[config.mk]
export PLATFORM = sky130hd
export DESIGN_NAME = bus_xbar_n_flat
export DESIGN_NICKNAME = d
export VERILOG_FILES = /design/src/rtl/bus_xbar_n_pkg.sv /design/src/rtl/bus_xbar_n_if.sv /design/src/rtl/bus_xbar_n_watchdog.sv /design/src/rtl/bus_xbar_n.sv /design/src/flat_wrapper.sv
export SDC_FILE = /design/constraint.sdc
export NUM_CORES = 1
export LEC_CHECK = 0
export CORE_AREA = 2 2 193 195
export CTS_CLUSTER_DIAMETER = 120
export DETAILED_ROUTE_END_ITERATION = 10
export DIE_AREA = 0 0 195 197
export PLACE_DENSITY = 0.63
export SETUP_SLACK_MARGIN = 0.3
export SLEW_MARGIN = 15
export SYNTH_ARGS = -nofsm -noshare
export SYNTH_HDL_FRONTEND = slang
export SYNTH_SLANG_ARGS = --single-unit
[constraint.sdc]
create_clock -name clk -period 2.6 [get_ports clk]
set_clock_uncertainty 0.15 [all_clocks]
set_input_delay 0.39 -clock clk [delete_from_list [all_inputs] [get_ports clk]]
set_output_delay 0.39 -clock clk [all_outputs]
set_load 0.01 [all_outputs]
[src/rtl/bus_xbar_n_pkg.sv]
// Shared types, default widths and helpers for the bus_xbar_n single-master interconnect.
package bus_xbar_n_pkg;

  localparam int WB_ADDR_W = 32;
  localparam int WB_DATA_W = 32;
  localparam int WB_SEL_W  = 4;
  localparam int ERR_CNT_W = 16;

  typedef enum logic [1:0] {
    BUS_IDLE = 2'd0,
    BUS_BUSY = 2'd1,
    BUS_RESP = 2'd2
  } bus_state_e;

  typedef logic [ERR_CNT_W-1:0] err_cnt_t;

  function automatic err_cnt_t err_cnt_inc(input err_cnt_t cnt);
    if (cnt == {ERR_CNT_W{1'b1}}) begin
      return cnt;
    end else begin
      return cnt + 16'd1;
    end
  endfunction

endpackage

[src/rtl/bus_xbar_n_if.sv]
// Master-side and slave-side bus signals of bus_xbar_n; the slave modport is the interconnect's view,
// the master modport is the view of the surrounding CPU and peripheral controllers.
interface bus_xbar_n_if
  import bus_xbar_n_pkg::*;
#(
  parameter int NUM_SLAVES = 8,
  parameter int ADDR_W     = WB_ADDR_W,
  parameter int DATA_W     = WB_DATA_W,
  parameter int SEL_W      = WB_SEL_W
);
  logic                         m_stb_i;
  logic [ADDR_W-1:0]            m_addr_i;
  logic [DATA_W-1:0]            m_data_i;
  logic                         m_we_i;
  logic [SEL_W-1:0]             m_select_i;
  logic [DATA_W-1:0]            m_data_o;
  logic                         m_ack_o;
  logic                         m_err_o;
  logic [NUM_SLAVES-1:0]        s_stb_o;
  logic [ADDR_W-1:0]            s_addr_o;
  logic [DATA_W-1:0]            s_data_o;
  logic                         s_we_o;
  logic [SEL_W-1:0]             s_select_o;
  logic [NUM_SLAVES*DATA_W-1:0] s_data_i;
  logic [NUM_SLAVES-1:0]        s_ack_i;

  modport slave (
    input  m_stb_i, m_addr_i, m_data_i, m_we_i, m_select_i, s_data_i, s_ack_i,
    output m_data_o, m_ack_o, m_err_o, s_stb_o, s_addr_o, s_data_o, s_we_o, s_select_o
  );

  modport master (
    output m_stb_i, m_addr_i, m_data_i, m_we_i, m_select_i, s_data_i, s_ack_i,
    input  m_data_o, m_ack_o, m_err_o, s_stb_o, s_addr_o, s_data_o, s_we_o, s_select_o
  );

endinterface

[src/rtl/bus_xbar_n_watchdog.sv]
// Per-transaction watchdog: counts enabled cycles from zero and flags the cycle the count hits TIMEOUT-1.
module bus_watchdog #(
  parameter int TIMEOUT = 255
) (
  input  logic clk,
  input  logic rst,
  input  logic clear,
  input  logic enable,
  output logic expired
);

  localparam logic [15:0] LAST = 16'(TIMEOUT - 1);

  logic [15:0] count_r;

  assign expired = enable & (count_r == LAST);

  // Cycle counter, held at its last value once expired until cleared
  always_ff @(posedge clk) begin
    if (rst) begin
      count_r <= 16'd0;
    end else if (clear) begin
      count_r <= 16'd0;
    end else if (enable && !expired) begin
      count_r <= count_r + 16'd1;
    end else begin
      count_r <= count_r;
    end
  end

endmodule

[src/rtl/bus_xbar_n.sv]
// Single-master interconnect: decodes the address onto NUM_SLAVES slave ports, registers the
// transaction, and answers with data, or with an error for unmapped addresses and slave timeouts.
module bus_xbar_n
  import bus_xbar_n_pkg::*;
#(
  parameter int NUM_SLAVES = 8,
  parameter int ADDR_W     = WB_ADDR_W,
  parameter int DATA_W     = WB_DATA_W,
  parameter int SEL_W      = WB_SEL_W,
  parameter int DEC_HI     = 31,
  parameter int DEC_LO     = 28,
  parameter int TIMEOUT    = 255
) (
  input  logic                 clk,
  input  logic                 rst,
  bus_xbar_n_if.slave          bus,
  output logic [ERR_CNT_W-1:0] err_count_o,
  output logic [ADDR_W-1:0]    err_addr_o
);

  localparam int IDX_W = DEC_HI - DEC_LO + 1;

  bus_state_e            state_r, state_next_s;
  logic [NUM_SLAVES-1:0] s_stb_r, stb_next_s, onehot_s;
  logic [ADDR_W-1:0]     s_addr_r, err_addr_r;
  logic [DATA_W-1:0]     s_data_r, m_data_r, mux_data_s;
  logic [SEL_W-1:0]      s_select_r;
  logic                  s_we_r, m_ack_r, m_err_r;
  err_cnt_t              err_count_r;
  logic [31:0]           idx_s;
  logic                  mapped_s, ack_hit_s, wd_expired_s;
  logic                  latch_s, enter_resp_s, err_next_s;

  // Zero-extended slave index and its one-hot strobe pattern
  always_comb begin
    idx_s = 32'd0;
    idx_s[IDX_W-1:0] = bus.m_addr_i[DEC_HI:DEC_LO];
    for (int k = 0; k < NUM_SLAVES; k++) begin
      onehot_s[k] = (idx_s == 32'(k));
    end
  end

  assign mapped_s  = (idx_s < 32'(NUM_SLAVES));
  // Masking with the live strobe makes acks from unselected slaves invisible
  assign ack_hit_s = |(s_stb_r & bus.s_ack_i);

  // Read-data mux steered by the registered one-hot strobe
  always_comb begin
    mux_data_s = {DATA_W{1'b0}};
    for (int k = 0; k < NUM_SLAVES; k++) begin
      if (s_stb_r[k]) begin
        mux_data_s = mux_data_s | bus.s_data_i[k*DATA_W +: DATA_W];
      end else begin
        mux_data_s = mux_data_s;
      end
    end
  end

  bus_watchdog #(.TIMEOUT(TIMEOUT)) u_watchdog (
    .clk     (clk),
    .rst     (rst),
    .clear   (state_r != BUS_BUSY),
    .enable  (state_r == BUS_BUSY),
    .expired (wd_expired_s)
  );

  // Next-state and transaction control decode
  always_comb begin
    state_next_s = state_r;
    stb_next_s   = s_stb_r;
    latch_s      = 1'b0;
    enter_resp_s = 1'b0;
    err_next_s   = 1'b0;
    case (state_r)
      BUS_IDLE: begin
        if (bus.m_stb_i) begin
          latch_s      = 1'b1;
          if (mapped_s) begin
            state_next_s = BUS_BUSY;
            stb_next_s   = onehot_s;
          end else begin
            state_next_s = BUS_RESP;
            enter_resp_s = 1'b1;
            err_next_s   = 1'b1;
          end
        end else begin
          state_next_s = BUS_IDLE;
        end
      end
      BUS_BUSY: begin
        if (ack_hit_s) begin
          state_next_s = BUS_RESP;
          stb_next_s   = {NUM_SLAVES{1'b0}};
          enter_resp_s = 1'b1;
        end else if (wd_expired_s) begin
          state_next_s = BUS_RESP;
          stb_next_s   = {NUM_SLAVES{1'b0}};
          enter_resp_s = 1'b1;
          err_next_s   = 1'b1;
        end else begin
          state_next_s = BUS_BUSY;
        end
      end
      BUS_RESP: begin
        state_next_s = BUS_IDLE;
      end
      default: begin
        state_next_s = BUS_IDLE;
        stb_next_s   = {NUM_SLAVES{1'b0}};
      end
    endcase
  end

  // State register
  always_ff @(posedge clk) begin
    if (rst) begin
      state_r <= BUS_IDLE;
    end else begin
      state_r <= state_next_s;
    end
  end

  // Latched request, response and error-log registers
  always_ff @(posedge clk) begin
    if (rst) begin
      s_stb_r     <= {NUM_SLAVES{1'b0}};
      s_addr_r    <= {ADDR_W{1'b0}};
      s_data_r    <= {DATA_W{1'b0}};
      s_we_r      <= 1'b0;
      s_select_r  <= {SEL_W{1'b0}};
      m_ack_r     <= 1'b0;
      m_err_r     <= 1'b0;
      m_data_r    <= {DATA_W{1'b0}};
      err_count_r <= 16'd0;
      err_addr_r  <= {ADDR_W{1'b0}};
    end else begin
      s_stb_r <= stb_next_s;
      if (latch_s) begin
        s_addr_r   <= bus.m_addr_i;
        s_data_r   <= bus.m_data_i;
        s_we_r     <= bus.m_we_i;
        s_select_r <= bus.m_select_i;
      end
      m_ack_r <= enter_resp_s;
      m_err_r <= enter_resp_s & err_next_s;
      if (enter_resp_s && !err_next_s && !s_we_r) begin
        m_data_r <= mux_data_s;
      end else begin
        m_data_r <= {DATA_W{1'b0}};
      end
      // Unmapped errors are logged on the latching edge, so take the address straight from the master
      if (enter_resp_s && err_next_s) begin
        err_count_r <= err_cnt_inc(err_count_r);
        err_addr_r  <= latch_s ? bus.m_addr_i : s_addr_r;
      end
    end
  end

  assign bus.s_stb_o    = s_stb_r;
  assign bus.s_addr_o   = s_addr_r;
  assign bus.s_data_o   = s_data_r;
  assign bus.s_we_o     = s_we_r;
  assign bus.s_select_o = s_select_r;
  assign bus.m_ack_o    = m_ack_r;
  assign bus.m_err_o    = m_err_r;
  assign bus.m_data_o   = m_data_r;
  assign err_count_o    = err_count_r;
  assign err_addr_o     = err_addr_r;

endmodule

[src/flat_wrapper.sv]
// flat-port wrapper written by rule: the top's interface ports become plain ports
module bus_xbar_n_flat import bus_xbar_n_pkg::*;
#(
  parameter int NUM_SLAVES = 8,
  parameter int ADDR_W     = WB_ADDR_W,
  parameter int DATA_W     = WB_DATA_W,
  parameter int SEL_W      = WB_SEL_W,
  parameter int DEC_HI     = 31,
  parameter int DEC_LO     = 28,
  parameter int TIMEOUT    = 255
)
  (clk, rst, err_count_o, err_addr_o, bus_m_stb_i, bus_m_addr_i, bus_m_data_i, bus_m_we_i, bus_m_select_i, bus_s_data_i, bus_s_ack_i, bus_m_data_o, bus_m_ack_o, bus_m_err_o, bus_s_stb_o, bus_s_addr_o, bus_s_data_o, bus_s_we_o, bus_s_select_o);
  bus_xbar_n_if #(.NUM_SLAVES(NUM_SLAVES), .ADDR_W(ADDR_W), .DATA_W(DATA_W), .SEL_W(SEL_W)) bus_i ();
  input  logic clk;
  input  logic rst;
  output logic [ERR_CNT_W-1:0] err_count_o;
  output logic [ADDR_W-1:0] err_addr_o;
  input wire logic [$bits(bus_i.m_stb_i)-1:0] bus_m_stb_i;
  input wire logic [$bits(bus_i.m_addr_i)-1:0] bus_m_addr_i;
  input wire logic [$bits(bus_i.m_data_i)-1:0] bus_m_data_i;
  input wire logic [$bits(bus_i.m_we_i)-1:0] bus_m_we_i;
  input wire logic [$bits(bus_i.m_select_i)-1:0] bus_m_select_i;
  input wire logic [$bits(bus_i.s_data_i)-1:0] bus_s_data_i;
  input wire logic [$bits(bus_i.s_ack_i)-1:0] bus_s_ack_i;
  output wire logic [$bits(bus_i.m_data_o)-1:0] bus_m_data_o;
  output wire logic [$bits(bus_i.m_ack_o)-1:0] bus_m_ack_o;
  output wire logic [$bits(bus_i.m_err_o)-1:0] bus_m_err_o;
  output wire logic [$bits(bus_i.s_stb_o)-1:0] bus_s_stb_o;
  output wire logic [$bits(bus_i.s_addr_o)-1:0] bus_s_addr_o;
  output wire logic [$bits(bus_i.s_data_o)-1:0] bus_s_data_o;
  output wire logic [$bits(bus_i.s_we_o)-1:0] bus_s_we_o;
  output wire logic [$bits(bus_i.s_select_o)-1:0] bus_s_select_o;
  assign bus_i.m_stb_i = bus_m_stb_i;
  assign bus_i.m_addr_i = bus_m_addr_i;
  assign bus_i.m_data_i = bus_m_data_i;
  assign bus_i.m_we_i = bus_m_we_i;
  assign bus_i.m_select_i = bus_m_select_i;
  assign bus_i.s_data_i = bus_s_data_i;
  assign bus_i.s_ack_i = bus_s_ack_i;
  assign bus_m_data_o = bus_i.m_data_o;
  assign bus_m_ack_o = bus_i.m_ack_o;
  assign bus_m_err_o = bus_i.m_err_o;
  assign bus_s_stb_o = bus_i.s_stb_o;
  assign bus_s_addr_o = bus_i.s_addr_o;
  assign bus_s_data_o = bus_i.s_data_o;
  assign bus_s_we_o = bus_i.s_we_o;
  assign bus_s_select_o = bus_i.s_select_o;
  bus_xbar_n #(.NUM_SLAVES(NUM_SLAVES), .ADDR_W(ADDR_W), .DATA_W(DATA_W), .SEL_W(SEL_W), .DEC_HI(DEC_HI), .DEC_LO(DEC_LO), .TIMEOUT(TIMEOUT)) u_core (.clk(clk), .rst(rst), .bus(bus_i), .err_count_o(err_count_o), .err_addr_o(err_addr_o));
endmodule
==> results.toml <==
[synth]
syn_avg_cell_area_um2 = 8.76
syn_inst = 893
yosysSeqAreaShare_pct = 45.3
synth_edf_count = 0
synth-seq-cells = 177
synth_area_um2 = 7830
synth_nets = 1232
synth.distinct_cells = 45
yosys_warnings = 0
synth_async_sr_flop_share_pct = 0
synthFlopType = "dfxtp_1"

[min_path]
hold_depth = 2
min_to = "u_core.state_r[0]"
hold_class = "input port to register"
min_from = "rst"

[die]
initial_core_util_pct = 21.6
std_cell_rows = 70
io_pins = 495
die_w_um = 195
core_um2 = 36300
die_area_um2 = 38400
die_y_um = 197

[timing]
rsz0062_at_grt = "yes"
period_share_pct = 94.8
post-route-min-period_ns = 2.46
worstMarginPinSlew_ns = 0.789
drv_slew = 0
max_freq_mhz = 406
slew_headroom_pct = 47.4
worst_slack_ns = 0.136
finalHoldViolCount = 0
totalNegativeSetupSlack_ns = 0
setup_viol = 0

[power_and_ir_drop]
powerDensity_nw_per_um2 = 480
peakVddDrop_mv = 0.481
power.leakage_nw = 4.93
power_mw = 6.89

[placement]
post-place-ws_ns = -0.522
gp_congestion = 0.876
hpwl_mm = 29.8
portBuffers = 494

[critical_path]
endpoint_kind = "register"
arrival_ns = 2.64
regToRegStartpoint = "u_core.bus.s_stb_o[6]"
rrSetupSlack_ns = 0.16
slowest_delay_ns = 0.41
worst-path-buf-inv = 4
path_class = "input port to register"
crit_path_cell_trace = "clkdlybuf4s50_1 > a22oi_2 > buf_6 > nand4_1 > o21a_1 > buf_12 > nor2_4 > clkbuf_16 > mux2_2"
reg2reg_to = "u_core.err_addr_o[22]"
critical_path_required_ns = 2.78
crit_fanout = 16
cpMaxStageDelayCell = "clkdlybuf4s50_1"
worstSetupStartpointType = "input port"
reg2regPathDepth = 8
critPathTopFamily = "buffers and inverters"

[cells_and_area]
multiInputGateArea_um2 = 4100
seq_area_um2 = 3560
drive_gt1_share_pct = 11.6
nets = 1707
n_fill_cell = 3610
fin_util_pct = 39.6
area_delta_synth_final_pct = 83.4

[clock_network]
clk_pin_slew_ns = 0.08
cts_tree = "built"
clockRootBuffer = "clkbuf_16"
cts_sinks = 177
clk_latency_ns = 0.44
clockBufferDepth = 2
htree_levels = 4
cts-buffers-inserted = 17

[flow_run]
max_cap_viol_count = 0

[route]
wl_per_cell_um = 21.6
num_vias = 8940
drtAntennaViolNets = 0
drtIter0Drc = 447
routed_wl_mm = 40.1
viasPerCell = 4.82
drc_errors = 0
drtPass1Iterations = 5

[status]
status = "completed"

[grt]
grt_pass1_wl_mm = 56.5
grt_use_total_pct = 19.8
grt_max_degree = 118
antenna_found_initial = 8
grt_pass1_vias = 8776
gr-total-overflow = 0
-- cells in the final DEF (no fill, tap or decap), types with 4 or more instances in the layout --
master,count
buf_4,23
o21ai_0,5
nand4_1,5
nor4b_1,4
inv_8,4
nand3_1,7
clkinvlp_4,4
or4_4,6
buf_12,9
a31oi_1,32
nor4_1,6
dfxtp_2,9
a22o_1,35
xnor2_1,9
or3_1,4
nor3_1,10
or4_1,6
a22oi_1,67
buf_8,4
a221oi_1,32
a21oi_2,8
mux2_2,35
dfxtp_1,167
nand2_1,154
diode_2,6
clkbuf_16,19
a21oi_1,77
inv_1,10
nor2b_1,39
nor2_1,27
clkdlybuf4s50_1,488
a32o_1,4
buf_6,5
o31ai_1,6
-- cells in the mapped netlist (all sizes together) (2+ instances only) --
| cell type | instances | area share (%) |
|---|---|---|
| a22o | 35 | 3.9 |
| nand4 | 5 | 0.40 |
| and4 | 2 | 0.29 |
| a32o | 4 | 0.51 |
| nand4b | 2 | 0.22 |
| or4 | 12 | 1.2 |
| o21ai | 6 | 0.38 |
| o21ba | 2 | 0.26 |
| mux2 | 37 | 5.3 |
| nand2b | 3 | 0.24 |
| clkbuf | 65 | 3.1 |
| a21oi | 85 | 5.4 |
| dfxtp | 177 | 45 |
| o21a | 2 | 0.19 |
| nor3b | 4 | 0.45 |
| buf | 15 | 0.96 |
| or2 | 3 | 0.24 |
| nand2 | 155 | 7.4 |
| a31oi | 32 | 2.6 |
| nor2b | 39 | 3.1 |
| xnor2 | 9 | 1.0 |
| nand3 | 7 | 0.45 |
| nor3 | 12 | 0.77 |
| or3 | 7 | 0.56 |
| o41ai | 3 | 0.34 |
| inv | 10 | 0.48 |
| ha | 3 | 0.48 |
| o31ai | 9 | 0.86 |
| nor2 | 28 | 1.3 |
| nor4 | 6 | 0.48 |
| a221oi | 32 | 3.6 |
| nor4b | 6 | 0.67 |
| a22oi | 68 | 6.5 |
-- worst max path at each step --
stage,end,cells past startpoint,startpoint
finish,u_core.err_addr_o[22],9,bus_s_ack_i[6]
global route,u_core.err_addr_o[22],8,u_core.bus.s_stb_o[6]
CTS,u_core.err_count_o[11],8,u_core.bus.s_stb_o[6]
detailed placement,u_core.err_count_o[14],9,bus_s_ack_i[6]
global placement,u_core.err_count_o[3],9,bus_s_ack_i[6]
floorplan,u_core.err_count_o[12],8,u_core.u_watchdog.count_r[0]
-- per-layer routing --
| metal | global-route usage (%) | up-vias | wire [um] |
|---|---|---|---|
| li1 | - | 4234 | - |
| met1 | 23.4 | 4272 | 16200 |
| met2 | 32.4 | 385 | 19400 |
| met3 | 6.13 | 47 | 3130 |
| met4 | 9.73 | 2 | 1330 |
| met5 | 0 | - | 13 |
-- worst reg2reg max path: stages (launching register included) --
cell and delay, ns:
dfxtp_4 0.37, a22oi_2 0.24, buf_6 0.15, nand4_1 0.25, o21a_1 0.30, buf_12 0.15, nor2_4 0.15, clkbuf_16 0.22
mux2_2 0.35
-- cell type report --
cell class / count / share of cell area [%]
clock inverter: 14 / 1.21
clock buffer: 17 / 2.96
timing repair buffer: 536 / 38.0
antenna: 6 / 0.105
multi-input combinational: 626 / 28.6
sequential: 177 / 24.8
tap: 468 / 4.08
inverter: 10 / 0.262
-- cell families after synthesis --
kind of cell / after synthesis / share of synthesized area [%]
and+or+nand+nor: 296 / 18.4
AOI/OAI and AO/OA: 281 / 24.9
DFF: 177 / 45.3
buffers and inverters: 90 / 4.56
muxes: 37 / 5.32
xor gates and xnor gates: 9 / 1.01
adders and majority gates: 3 / 0.480
-- sequential cells by signal, indices dropped and copies added, names as in the netlist, 2 cells and up --
register / flops
u_core.bus.s_data_o: 32
u_core.err_count_o: 16
u_core.bus.m_data_o: 32
u_core.u_watchdog.count_r: 16
u_core.bus.s_addr_o: 32
u_core.bus.s_stb_o: 8
u_core.err_addr_o: 32
u_core.bus.s_select_o: 4
u_core.state_r: 2
-- stage by stage --
stage	hold WS, ns	std cells	area, um^2
2_1_floorplan	0.297	893	7830
3_3_place_gp	0.292	1809	13400
3_5_place_dp	0.296	1809	13400
4_1_cts	0.0916	1846	14200
5_1_grt	0.119	1854	14400
6_report	0.127	1854	14400
-- where the power goes --
part	internal (mW)	total [mW]	switching, mW
sequential	2.81	2.87	0.0571
clock	1.45	2.70	1.25
combinational	0.793	1.31	0.520
-- what timing repair did --
action | 4_1_cts | 5_1_grt
cloned | 0 | 2
pin swaps | 17 | 18
setup buffers | 6 | 0
endpoints found under the hold margin | 0 | 0
endpoints found under the setup margin | 96 | 96
hold buffers | 0 | 0
resized for setup | 29 | 30
Note: power is estimated with default switching activity, not from simulation.
